==> config.mk <==
export PLATFORM = sky130hd
export DESIGN_NAME = cpu_ctrl_fsm
export DESIGN_NICKNAME = d
export VERILOG_FILES = /design/src/rtl/cpu_ctrl_fsm_pkg.sv /design/src/rtl/cpu_ctrl_fsm_alu_decoder.sv /design/src/rtl/cpu_ctrl_fsm.sv
export SDC_FILE = /design/constraint.sdc
export NUM_CORES = 1
export LEC_CHECK = 0
export CAP_MARGIN = 20
export CORE_MARGIN = 4
export CORE_UTILIZATION = 49
export CTS_CLUSTER_DIAMETER = 200
export DETAILED_ROUTE_END_ITERATION = 10
export GPL_TIMING_DRIVEN = 1
export PLACE_DENSITY = 0.76
export SLEW_MARGIN = 20
export SYNTH_ARGS = -nofsm -noshare
export SYNTH_HDL_FRONTEND = slang
export SYNTH_SLANG_ARGS = --single-unit
==> constraint.sdc <==
create_clock -name clk -period 1.8 [get_ports clk]
set_input_delay 0.36 -clock clk [delete_from_list [all_inputs] [get_ports clk]]
set_output_delay 0.36 -clock clk [all_outputs]
set_load 0.03 [all_outputs]
==> src/rtl/cpu_ctrl_fsm_pkg.sv <==
// ---------------------------------------------------------------------------
// cpu_ctrl_fsm_pkg
// Shared types and constants for the RV32I multicycle control unit:
//   - alu_opcode_t : operation select consumed by the ALU (op_sel interface)
//   - ctrl_state_t : control FSM state encoding
//   - RV32I major opcode constants
//   - datapath mux-select encodings (alu_src_a/b, result_src, imm_src)
//   - is_illegal_instr(): classifies opcode/funct3 pairs the core rejects
// ---------------------------------------------------------------------------
package cpu_ctrl_fsm_pkg;

    typedef enum logic [3:0] {
        ALU_ADD  = 4'd0,
        ALU_SUB  = 4'd1,
        ALU_SLL  = 4'd2,
        ALU_SLT  = 4'd3,
        ALU_SLTU = 4'd4,
        ALU_XOR  = 4'd5,
        ALU_SRL  = 4'd6,
        ALU_SRA  = 4'd7,
        ALU_OR   = 4'd8,
        ALU_AND  = 4'd9
    } alu_opcode_t;

    typedef enum logic [3:0] {
        S_FETCH,
        S_DECODE,
        S_MEMADR,
        S_MEMREAD,
        S_MEMWRITE,
        S_MEMWB,
        S_EXEC_R,
        S_EXEC_I,
        S_ALUWB,
        S_BRANCH,
        S_JAL_PRE,
        S_JAL,
        S_JALR,
        S_LUI,
        S_AUIPC,
        S_HALT
    } ctrl_state_t;

    // RV32I major opcodes (instr[6:0])
    localparam logic [6:0] OP_LOAD   = 7'b0000011;
    localparam logic [6:0] OP_STORE  = 7'b0100011;
    localparam logic [6:0] OP_OP     = 7'b0110011;
    localparam logic [6:0] OP_OPIMM  = 7'b0010011;
    localparam logic [6:0] OP_BRANCH = 7'b1100011;
    localparam logic [6:0] OP_JAL    = 7'b1101111;
    localparam logic [6:0] OP_JALR   = 7'b1100111;
    localparam logic [6:0] OP_LUI    = 7'b0110111;
    localparam logic [6:0] OP_AUIPC  = 7'b0010111;

    // Only word-sized loads/stores are supported by this datapath
    localparam logic [2:0] F3_WORD = 3'b010;

    // ALU operand A select
    localparam logic [1:0] SRC_A_PC    = 2'b00;
    localparam logic [1:0] SRC_A_OLDPC = 2'b01;
    localparam logic [1:0] SRC_A_RD1   = 2'b10;
    localparam logic [1:0] SRC_A_ZERO  = 2'b11;

    // ALU operand B select
    localparam logic [1:0] SRC_B_RD2  = 2'b00;
    localparam logic [1:0] SRC_B_IMM  = 2'b01;
    localparam logic [1:0] SRC_B_FOUR = 2'b10;

    // Result bus select
    localparam logic [1:0] RES_ALUOUT = 2'b00;
    localparam logic [1:0] RES_DATA   = 2'b01;
    localparam logic [1:0] RES_ALU    = 2'b10;

    // Immediate format select
    localparam logic [2:0] IMM_I = 3'b000;
    localparam logic [2:0] IMM_S = 3'b001;
    localparam logic [2:0] IMM_B = 3'b010;
    localparam logic [2:0] IMM_J = 3'b011;
    localparam logic [2:0] IMM_U = 3'b100;

    // Unknown opcodes, non-word loads/stores and the two unused branch
    // funct3 codes (010/011) are not executed by this core.
    function automatic logic is_illegal_instr(input logic [6:0] op, input logic [2:0] f3);
        logic bad;
        case (op)
            OP_LOAD, OP_STORE: bad = (f3 != F3_WORD);
            OP_BRANCH:         bad = (f3[2:1] == 2'b01);
            OP_OP, OP_OPIMM, OP_JAL, OP_JALR, OP_LUI, OP_AUIPC: bad = 1'b0;
            default:           bad = 1'b1;
        endcase
        return bad;
    endfunction

endpackage

==> src/rtl/cpu_ctrl_fsm_alu_decoder.sv <==
// ---------------------------------------------------------------------------
// cpu_alu_decoder
// Combinational ALU operation decode for R-type and I-type arithmetic.
// Ports:
//   funct3    in  3             instr[14:12]
//   funct7b5  in  1             instr[30]
//   is_rtype  in  1             1 = register-register form (enables SUB)
//   alu_op    out alu_opcode_t  decoded ALU operation
// ---------------------------------------------------------------------------
module cpu_alu_decoder
    import cpu_ctrl_fsm_pkg::*;
(
    input  logic [2:0]  funct3,
    input  logic        funct7b5,
    input  logic        is_rtype,
    output alu_opcode_t alu_op
);

    always_comb begin
        alu_op = ALU_ADD;
        case (funct3)
            // instr[30] is part of the immediate for ADDI, so it only
            // selects SUB in the register form.
            3'b000: alu_op = (is_rtype && funct7b5) ? ALU_SUB : ALU_ADD;
            3'b001: alu_op = ALU_SLL;
            3'b010: alu_op = ALU_SLT;
            3'b011: alu_op = ALU_SLTU;
            3'b100: alu_op = ALU_XOR;
            // SRAI/SRLI carry the arithmetic bit in instr[30] as well
            3'b101: alu_op = funct7b5 ? ALU_SRA : ALU_SRL;
            3'b110: alu_op = ALU_OR;
            3'b111: alu_op = ALU_AND;
            default: alu_op = ALU_ADD;
        endcase
    end

endmodule

==> src/rtl/cpu_ctrl_fsm.sv <==
// ---------------------------------------------------------------------------
// cpu_ctrl_fsm
// Multicycle main control unit for the RV32I core. Sequences fetch, decode,
// execute, memory and writeback one state per clock, drives the datapath
// mux selects / write enables and the memory request handshake, and produces
// the ALU operation select.
//
// Optional build macro: CPU_CTRL_ILLEGAL_TRAP_EN
//   defined   : illegal instructions set sticky illegal_instr and halt
//   undefined : illegal instructions retire as NOPs, illegal_instr = 0
//
// Ports:
//   clk            in   system clock, rising edge
//   rst_n          in   synchronous active-low reset
//   opcode/funct3/funct7b5  in  instruction fields from the IR
//   z_flag         in   ALU zero flag (same cycle)
//   mem_ready      in   memory accepts/completes the current request
//   mem_req/mem_we/adr_src  out  memory request handshake
//   ir_we/pc_we/reg_we      out  datapath write enables
//   alu_src_a/alu_src_b/result_src/imm_src  out  datapath mux selects
//   alu_op_sel     out  ALU operation
//   instr_retired  out  1-cycle pulse on entering FETCH
//   mem_timeout    out  sticky, memory wait limit expired
//   illegal_instr  out  sticky, illegal instruction trapped
// ---------------------------------------------------------------------------
module cpu_ctrl_fsm
    import cpu_ctrl_fsm_pkg::*;
#(
    parameter int MEM_WAIT_MAX = 255,
    parameter int WAIT_CNT_W   = 8
) (
    input  logic        clk,
    input  logic        rst_n,
    input  logic [6:0]  opcode,
    input  logic [2:0]  funct3,
    input  logic        funct7b5,
    input  logic        z_flag,
    input  logic        mem_ready,
    output logic        mem_req,
    output logic        mem_we,
    output logic        adr_src,
    output logic        ir_we,
    output logic        pc_we,
    output logic        reg_we,
    output logic [1:0]  alu_src_a,
    output logic [1:0]  alu_src_b,
    output logic [1:0]  result_src,
    output logic [2:0]  imm_src,
    output alu_opcode_t alu_op_sel,
    output logic        instr_retired,
    output logic        mem_timeout,
    output logic        illegal_instr
);

    ctrl_state_t           state_reg, state_next;
    logic [WAIT_CNT_W-1:0] wait_cnt_reg, wait_cnt_next, wait_inc;
    logic                  timeout_reg, timeout_set;
    logic                  retire_reg;
    alu_opcode_t           dec_op;

    assign wait_inc = wait_cnt_reg + WAIT_CNT_W'(1);

    cpu_alu_decoder u_alu_dec (
        .funct3   (funct3),
        .funct7b5 (funct7b5),
        .is_rtype (state_reg == S_EXEC_R),
        .alu_op   (dec_op)
    );

`ifdef CPU_CTRL_ILLEGAL_TRAP_EN
    logic illegal_reg;
    logic illegal_set;
`endif

    // Next-state and output decode. Everything stays at its default while
    // rst_n is low so a reset aborts an in-flight request in the same cycle.
    always_comb begin
        state_next    = state_reg;
        wait_cnt_next = wait_cnt_reg;
        timeout_set   = 1'b0;
        mem_req       = 1'b0;
        mem_we        = 1'b0;
        adr_src       = 1'b0;
        ir_we         = 1'b0;
        pc_we         = 1'b0;
        reg_we        = 1'b0;
        alu_src_a     = 2'b00;
        alu_src_b     = 2'b00;
        result_src    = 2'b00;
        imm_src       = 3'b000;
        alu_op_sel    = ALU_ADD;
`ifdef CPU_CTRL_ILLEGAL_TRAP_EN
        illegal_set   = 1'b0;
`endif
        if (rst_n) begin
            case (state_reg)
                S_FETCH: begin
                    mem_req = 1'b1;
                    adr_src = 1'b0;
                    // PC+4 goes straight to the PC from the ALU output
                    if (mem_ready) begin
                        ir_we      = 1'b1;
                        pc_we      = 1'b1;
                        alu_src_a  = SRC_A_PC;
                        alu_src_b  = SRC_B_FOUR;
                        result_src = RES_ALU;
                        state_next = S_DECODE;
                    end
                end
                S_DECODE: begin
                    // Branch target is computed speculatively and held in ALUOUT
                    alu_src_a = SRC_A_OLDPC;
                    alu_src_b = SRC_B_IMM;
                    imm_src   = IMM_B;
                    if (is_illegal_instr(opcode, funct3)) begin
`ifdef CPU_CTRL_ILLEGAL_TRAP_EN
                        illegal_set = 1'b1;
                        state_next  = S_HALT;
`else
                        state_next  = S_FETCH;
`endif
                    end else begin
                        case (opcode)
                            OP_LOAD, OP_STORE: state_next = S_MEMADR;
                            OP_OP:             state_next = S_EXEC_R;
                            OP_OPIMM:          state_next = S_EXEC_I;
                            OP_BRANCH:         state_next = S_BRANCH;
                            OP_JAL:            state_next = S_JAL_PRE;
                            OP_JALR:           state_next = S_JALR;
                            OP_LUI:            state_next = S_LUI;
                            OP_AUIPC:          state_next = S_AUIPC;
                            default:           state_next = S_FETCH;
                        endcase
                    end
                end
                S_MEMADR: begin
                    alu_src_a  = SRC_A_RD1;
                    alu_src_b  = SRC_B_IMM;
                    imm_src    = (opcode == OP_STORE) ? IMM_S : IMM_I;
                    state_next = (opcode == OP_STORE) ? S_MEMWRITE : S_MEMREAD;
                end
                S_MEMREAD: begin
                    mem_req    = 1'b1;
                    adr_src    = 1'b1;
                    result_src = RES_ALUOUT;
                    if (mem_ready) state_next = S_MEMWB;
                end
                S_MEMWRITE: begin
                    mem_req = 1'b1;
                    mem_we  = 1'b1;
                    adr_src = 1'b1;
                    if (mem_ready) state_next = S_FETCH;
                end
                S_MEMWB: begin
                    result_src = RES_DATA;
                    reg_we     = 1'b1;
                    state_next = S_FETCH;
                end
                S_EXEC_R: begin
                    alu_src_a  = SRC_A_RD1;
                    alu_src_b  = SRC_B_RD2;
                    alu_op_sel = dec_op;
                    state_next = S_ALUWB;
                end
                S_EXEC_I: begin
                    alu_src_a  = SRC_A_RD1;
                    alu_src_b  = SRC_B_IMM;
                    imm_src    = IMM_I;
                    alu_op_sel = dec_op;
                    state_next = S_ALUWB;
                end
                S_ALUWB: begin
                    result_src = RES_ALUOUT;
                    reg_we     = 1'b1;
                    state_next = S_FETCH;
                end
                S_BRANCH: begin
                    alu_src_a  = SRC_A_RD1;
                    alu_src_b  = SRC_B_RD2;
                    result_src = RES_ALUOUT;
                    case (funct3[2:1])
                        2'b10:   alu_op_sel = ALU_SLT;
                        2'b11:   alu_op_sel = ALU_SLTU;
                        default: alu_op_sel = ALU_SUB;
                    endcase
                    // funct3[0] inverts the sense within each pair; the
                    // less-than pairs (BLT/BLTU) take on z=0, hence funct3[2].
                    pc_we      = z_flag ^ funct3[0] ^ funct3[2];
                    state_next = S_FETCH;
                end
                S_JAL_PRE: begin
                    alu_src_a  = SRC_A_OLDPC;
                    alu_src_b  = SRC_B_IMM;
                    imm_src    = IMM_J;
                    state_next = S_JAL;
                end
                S_JAL: begin
                    // Target from ALUOUT into PC while the ALU forms the link
                    result_src = RES_ALUOUT;
                    pc_we      = 1'b1;
                    alu_src_a  = SRC_A_OLDPC;
                    alu_src_b  = SRC_B_FOUR;
                    state_next = S_ALUWB;
                end
                S_JALR: begin
                    alu_src_a  = SRC_A_RD1;
                    alu_src_b  = SRC_B_IMM;
                    imm_src    = IMM_I;
                    state_next = S_JAL;
                end
                S_LUI: begin
                    alu_src_a  = SRC_A_ZERO;
                    alu_src_b  = SRC_B_IMM;
                    imm_src    = IMM_U;
                    state_next = S_ALUWB;
                end
                S_AUIPC: begin
                    alu_src_a  = SRC_A_OLDPC;
                    alu_src_b  = SRC_B_IMM;
                    imm_src    = IMM_U;
                    state_next = S_ALUWB;
                end
                S_HALT: begin
                    state_next = S_HALT;
                end
                default: begin
                    state_next = S_HALT;
                end
            endcase

            // Memory wait supervision applies to every requesting state.
            if (mem_req) begin
                if (mem_ready) begin
                    wait_cnt_next = '0;
                end else if (wait_inc == WAIT_CNT_W'(MEM_WAIT_MAX)) begin
                    timeout_set   = 1'b1;
                    state_next    = S_HALT;
                    wait_cnt_next = '0;
                end else begin
                    wait_cnt_next = wait_inc;
                end
            end
        end
    end

    always_ff @(posedge clk) begin
        if (!rst_n) begin
            state_reg    <= S_FETCH;
            wait_cnt_reg <= '0;
            timeout_reg  <= 1'b0;
            retire_reg   <= 1'b0;
        end else begin
            state_reg    <= state_next;
            wait_cnt_reg <= wait_cnt_next;
            timeout_reg  <= timeout_reg | timeout_set;
            // Only completed instructions re-enter FETCH; FETCH never loops
            // to itself on completion, so a state change marks retirement.
            retire_reg   <= (state_next == S_FETCH) && (state_reg != S_FETCH);
        end
    end

`ifdef CPU_CTRL_ILLEGAL_TRAP_EN
    always_ff @(posedge clk) begin
        if (!rst_n) begin
            illegal_reg <= 1'b0;
        end else if (illegal_set) begin
            illegal_reg <= 1'b1;
        end
    end
    assign illegal_instr = illegal_reg;
`else
    assign illegal_instr = 1'b0;
`endif

    assign instr_retired = retire_reg & rst_n;
    assign mem_timeout   = timeout_reg;

endmodule

; ---- Yosys cells after proc, flatten, opt, wreduce, memory -nomap -nowiden
; Index checks and enable logic that the tools add are counted.
[classes]
addsub = 1
eq_ne = 36
mux = 50
bitwise_logic = 4
n_reduce_logical = 19
[ops]
columns = cell, count
row1 = 4-bit one-hot mux with 8 select lines, 2
row2 = 4-bit two-way mux, 9
row3 = 4-bit one-hot mux with 9 select lines, 1
row4 = 4-bit equality test (second input constant), 8
row5 = 1-bit two-way mux, 22
row6 = 7-bit by 6-bit equality test with 1-bit output (second input constant), 3
row7 = 7-bit equality test (second input constant), 3
row8 = 4-bit by 3-bit equality test with 1-bit output (second input constant), 4
row9 = 8-bit two-way mux, 2
row10 = 7-bit by 5-bit equality test with 1-bit output (second input constant), 2
row11 = 3-bit equality test (second input constant), 4
row12 = 2-bit one-hot mux with 3 select lines, 2
row13 = 3-bit one-hot mux with 4 select lines, 1
row14 = 2-bit OR reduction, 6
row15 = 5-bit OR reduction, 2
row16 = 8-bit by 1-bit adder with 8-bit output (second input constant), 1
row17 = 4-bit by 2-bit equality test with 1-bit output (second input constant), 2
row18 = 8-bit equality test (second input constant), 1
row19 = 4-bit zero test, 2
row20 = 2-bit two-way mux, 4
row21 = 4-bit one-hot mux with 2 select lines, 1
row22 = 7-bit by 2-bit equality test with 1-bit output (second input constant), 1
row23 = 7-bit OR reduction, 1
row24 = 3-bit by 2-bit equality test with 1-bit output (second input constant), 2
row25 = 18 further kinds, 24
[totals]
reg_bits = 14
in_bits = 15
out_inout_bits = 22
wordCells = 114

; ---- Depth between registers and ports, before layout
[logic_depth]
word_depth = 13
depth_mapped = 7
mapped_depth_nobuf = 6

; ---- By module
; A second synthesis with hierarchy kept.
[unflattened]
cells_unflattened = 203
hier_area_um2 = 1415.1
[by_module_without_submodules]
columns = module, n_inst, cells_per_inst, area_each_um2
row1 = cpu_ctrl_fsm, 1, 193, 1348.8
row2 = cpu_alu_decoder, 1, 10, 66.3

; ---- Worst setup path before layout
; Ideal clock, no wire load.
[synth_timing]
kind = reg2out
startpoint = reg state_reg[0]
endpoint = out alu_op_sel[0]
arrival_time_ns = 1.708
required_time_ns = 1.440
slack_ns = -0.268
stages_incl_launch_ff = 7
n_path_buf = 1
path_cell_list = dfxtp_1 -> buf_2 -> nor2b_1 -> a31oi_1 -> o21bai_1 -> a31oi_1 -> nor3_1
[synth_between]
elab_chain_len = 6
word_cells_on_any_way = 9
classes_between = eq/ne: 3 / mux: 4 / reduce/logical: 2
[synth_lines]
columns = element, line_no
row1 = from (decl), cpu_ctrl_fsm.sv:55  ; ctrl_state_t state_reg, state_next;
row2 = from (signal assigned), cpu_ctrl_fsm.sv:253  ; state_reg <= state_next;
row3 = 4-bit by 3-bit equality test with 1-bit output, "cpu_ctrl_fsm.sv:66, cpu_ctrl_fsm.sv:96"
row4 = 1-bit logical AND, cpu_ctrl_fsm_alu_decoder.sv:24  ; 3'b000: alu_op = (is_rtype && funct7b5) ? ALU_SUB : ALU_ADD;
row5 = 1-bit two-way mux, cpu_ctrl_fsm_alu_decoder.sv:24
row6 = 4-bit one-hot mux with 8 select lines, cpu_ctrl_fsm_alu_decoder.sv:21  ; case (funct3)
row7 = 4-bit one-hot mux with 2 select lines *, cpu_ctrl_fsm.sv:96  ; case (state_reg)
row8 = 4-bit two-way mux *, cpu_ctrl_fsm.sv:95  ; if (rst_n) begin
row9 = to (decl), cpu_ctrl_fsm.sv:49  ; output alu_opcode_t alu_op_sel,
; Every way passes the cells marked *; elsewhere a longest branch is shown, timed or not.

; ---- Worst setup path in the final report
[layout_timing]
startpoint = reg state_reg[0]
endpoint = out alu_src_a[1]
[layout_between]
elab_chain_len = 4
word_cells_on_any_way = 14
classes_between = eq/ne: 10 / mux: 2 / reduce/logical: 2
[layout_lines]
columns = element, line_no
row1 = 4-bit equality test (tied with other cells), cpu_ctrl_fsm.sv:96
row2 = 5-bit OR reduction (no line) / 4-bit OR reduction (equally long branches), -
row3 = 2-bit one-hot mux with 3 select lines *, cpu_ctrl_fsm.sv:96
row4 = 2-bit two-way mux *, cpu_ctrl_fsm.sv:95
row5 = to (decl), cpu_ctrl_fsm.sv:45  ; output logic [1:0] alu_src_a,
; Marked as above.

==> impl_metrics.csv <==
group,metric,value,unit
die,row_count,19,
die,initial_core_util,0.5142,
final_layout,final_util,0.9208,
worst_setup_path,critical_path_class,"flop to output port",
final_layout,multi_input_area,1354,µm²
job,cap_violations,0,
worst_setup_path,cp_cell_sequence,"buf_6, nor2_2, or3_1, o21ai_0, and2_1, buf_6",
clock_tree,cts_tree,"done",
global_route,grt_pass1_wl,8.721,mm
final_layout,diodes,0,
timing,finalClockSkew,8.335,ps
yosys,synth_edf_count,0,
clock_tree,numCtsBuffers,3,
yosys,yosys_warnings,0,
global_route,antenna_found_initial,0,
worst_setup_path,slowest_delay,410,ps
power_and_ir_drop,pwr-share-seq,0.388,
worst_setup_path,crit_fanout,6,
clock_tree,clk_latency,300,ps
worst_setup_path,cp-end-kind,"output port",
die,die_area,3847,µm²
timing,fmaxAchievable,498.5,MHz
final_layout,layout.nets,303,
clock_tree,cts.reportedPaths.clkPinSlew,80,ps
timing,period_minus_slack,2006,ps
worst_setup_path,rr_startpoint,"state_reg[1]$_SDFF_PN0_",
place,place.gp.congestion,0.9954,
clock_tree,htreeDepth,1,
run_status,violations,"negative setup slack",
place,dp_slack,-335.7,ps
timing,rsz0062_at_grt,"yes",
yosys,yosys-top-cells-area,"dfxtp_1, a21oi_1, nor2_1",
worst_setup_path,reg2reg_slack,-20,ps
worst_hold_path,holdCritPathClass,"flop to flop",
timing,hold_viol,0,
final_layout,largest_reg_flops,8,
global_route,gr-total-overflow,0,
power_and_ir_drop,swShare,0.3518,
power_and_ir_drop,peakVddDrop,0.6034,mV
clock_tree,clock-sinks,14,
yosys,syn_inst,200,
worst_setup_path,cp-start-kind,"flop",
power_and_ir_drop,power.density,322.5,nW/µm²
die,coreArea,2781,µm²
worst_setup_path,worstPathRequired,1440,ps
route,dr.pass1.iters,5,
place,io_buffers,35,
place,dp_hpwl,3.703,mm
die,die_w,62.03,µm
power_and_ir_drop,power.leakage,1.072,nW
yosys,ys_types,57,
worst_setup_path,cp_common_cell,"buf_6",
clock_tree,cts_buffer_depth,2,
yosys,async_flop_share,0,
route,avgRoutedWirePerCell,20.83,µm
worst_hold_path,worstHoldStart,"mem_timeout$_SDFF_PN0_",
timing,period_share,1.115,
yosys,ys_ff_latch,14,
yosys,synthTopCellsByCount,"a21oi_1, nor2_1, dfxtp_1, nand2_1, nor2b_1",
yosys,synthesis.nets,217,
route,num_vias,2068,
route,drt_wl_total,6.562,mm
power_and_ir_drop,p_int,0.0005354,W
route,ant_nets,0,
yosys,ys_seq_area_frac,0.1960,
route,drc,0,
timing,fin_ws,-206.1,ps
global_route,grt_usage,0.3047,
yosys,syn_area_per_cell,7.151,µm²
die,ios,37,
worst_setup_path,cp_slowest_cell,"dfxtp_4",
yosys,synth_ff_type,"dfxtp_1",
route,drtIter0Drc,196,
yosys,syn_area,1430,µm²
power_and_ir_drop,p_comb_frac,0.380,
die,dieHeight,62.03,µm
final_layout,syn2layout_area_growth,79.09,%
yosys,yosys.area.top_type,"dfxtp_1",
yosys,synth_top_area_share,0.1960,
run_status,status,"complete, but fails checks",
final_layout,drive_gt1_frac,0.5317,
worst_setup_path,crit_family,"simple AND/OR/NAND/NOR gates",
power_and_ir_drop,p_switching,0.0002905,W
worst_setup_path,crit_start,"state_reg[0]$_SDFF_PN0_",
timing,finalMaxSlewViolations,0,
clock_tree,cts_hold_buf,0,
final_layout,regArea,302.8,µm²
global_route,grt_start_max_net_pins,10,
global_route,grt_pass1_vias,1948,
power_and_ir_drop,power_frac_clock,0.233,
timing,setup_viol,19,
route,routed_via_density,6.565,
worst_setup_path,path_buf_inv,2,
final_layout,fill_cells,107,
clock_tree,root_buffer,"clkbuf_4",
yosys,yosysMostFrequentCell,"a21oi_1",
worst_setup_path,cp.arrival,1650,ps
kinds of logic (layout without fill, tap and decap cells):
group | count (synthesis) | count (layout) | synth area share
muxes | 1 | 1 | 0.006999
other | 1 | 1 | 0.002622
and+or+nand+nor | 97 | 97 | 0.3972
AOI/OAI and AO/OA | 60 | 60 | 0.2817
DFF | 14 | 14 | 0.1960
adders and majority gates | 3 | 3 | 0.02449
xor gates and xnor gates | 5 | 5 | 0.03062
buffers and inverters | 19 | 103 | 0.06037
final timing paths:
| check | endpoint | cells after the start |
|---|---|---|
| setup / recovery | alu_src_a[1] | 6 |
| hold / removal | mem_timeout$_SDFF_PN0_ | 2 |
| setup reg to reg | state_reg[0]$_SDFF_PN0_ | 8 |
| hold reg to reg | mem_timeout$_SDFF_PN0_ | 2 |
cell type report:
cell class	count	area share
Multi-Input combinational cell	167	0.5286
Timing Repair Buffer	93	0.3190
Sequential cell	14	0.1182
Tap cell	31	0.01514
Inverter	7	0.01026
Clock buffer	3	0.008793
per-stage QoR:
stage	hold slack, ps	setup TNS, ps	std cells	power, W	instance area (µm²)
after floorplan	493.1	-44.90	200	0.0004462	1466
after global placement	467.9	-2032	293	0.0005671	2049
after detailed placement	482.7	-2731	293	0.0005756	2049
after global routing	537.5	-3031	315	0.0008653	2561
after CTS	498.2	-476.5	310	0.0007783	2356
final	507.4	-1414	315	0.0008259	2561
power groups by stage:
stage	registers (W)	clock network, W	logic [W]
global placement	0.000328	0	0.000239
global route	0.000322	0.000214	0.000329
floorplan	0.000326	0	0.000120
CTS	0.000319	0.000189	0.000270
finish	0.000320	0.000192	0.000314
detailed placement	0.000328	0	0.000247
worst reg2reg max path: cells and delay by family, from the launching register on:
| family | cells | cell delay, ps |
|---|---|---|
| buffers and inverters | 3 | 540 |
| AOI/OAI and AO/OA | 3 | 530 |
| DFF | 1 | 370 |
| and+or+nand+nor | 2 | 300 |
metal layers:
| layer | wire, µm | GRT usage |
|---|---|---|
| met5 | 0 | 0 |
| met4 | 265 | 0.1152 |
| met3 | 581 | 0.06612 |
| met2 | 3168 | 0.5089 |
| met1 | 2546 | 0.3809 |
cell usage in the layout (no fill, tap or decap), types with 6 or more instances in the layout:
master / n
buf_4: 55
buf_6: 21
a21oi_1: 13
nand2_1: 13
dlygate4sd2_1: 10
nor2_1: 9
a21oi_2: 6
o21ai_0: 6
dfxtp_1: 6
what timing repair did:
| action | 4_1_cts | 5_1_grt |
|---|---|---|
| pin swaps | 21 | 17 |
| setup buffers | 14 | 6 |
| setup endpoints to repair | 21 | 26 |
| cloned | 0 | 0 |
| gates resized for setup | 75 | 37 |
No activity file was read; power rests on OpenSTA's default activity.
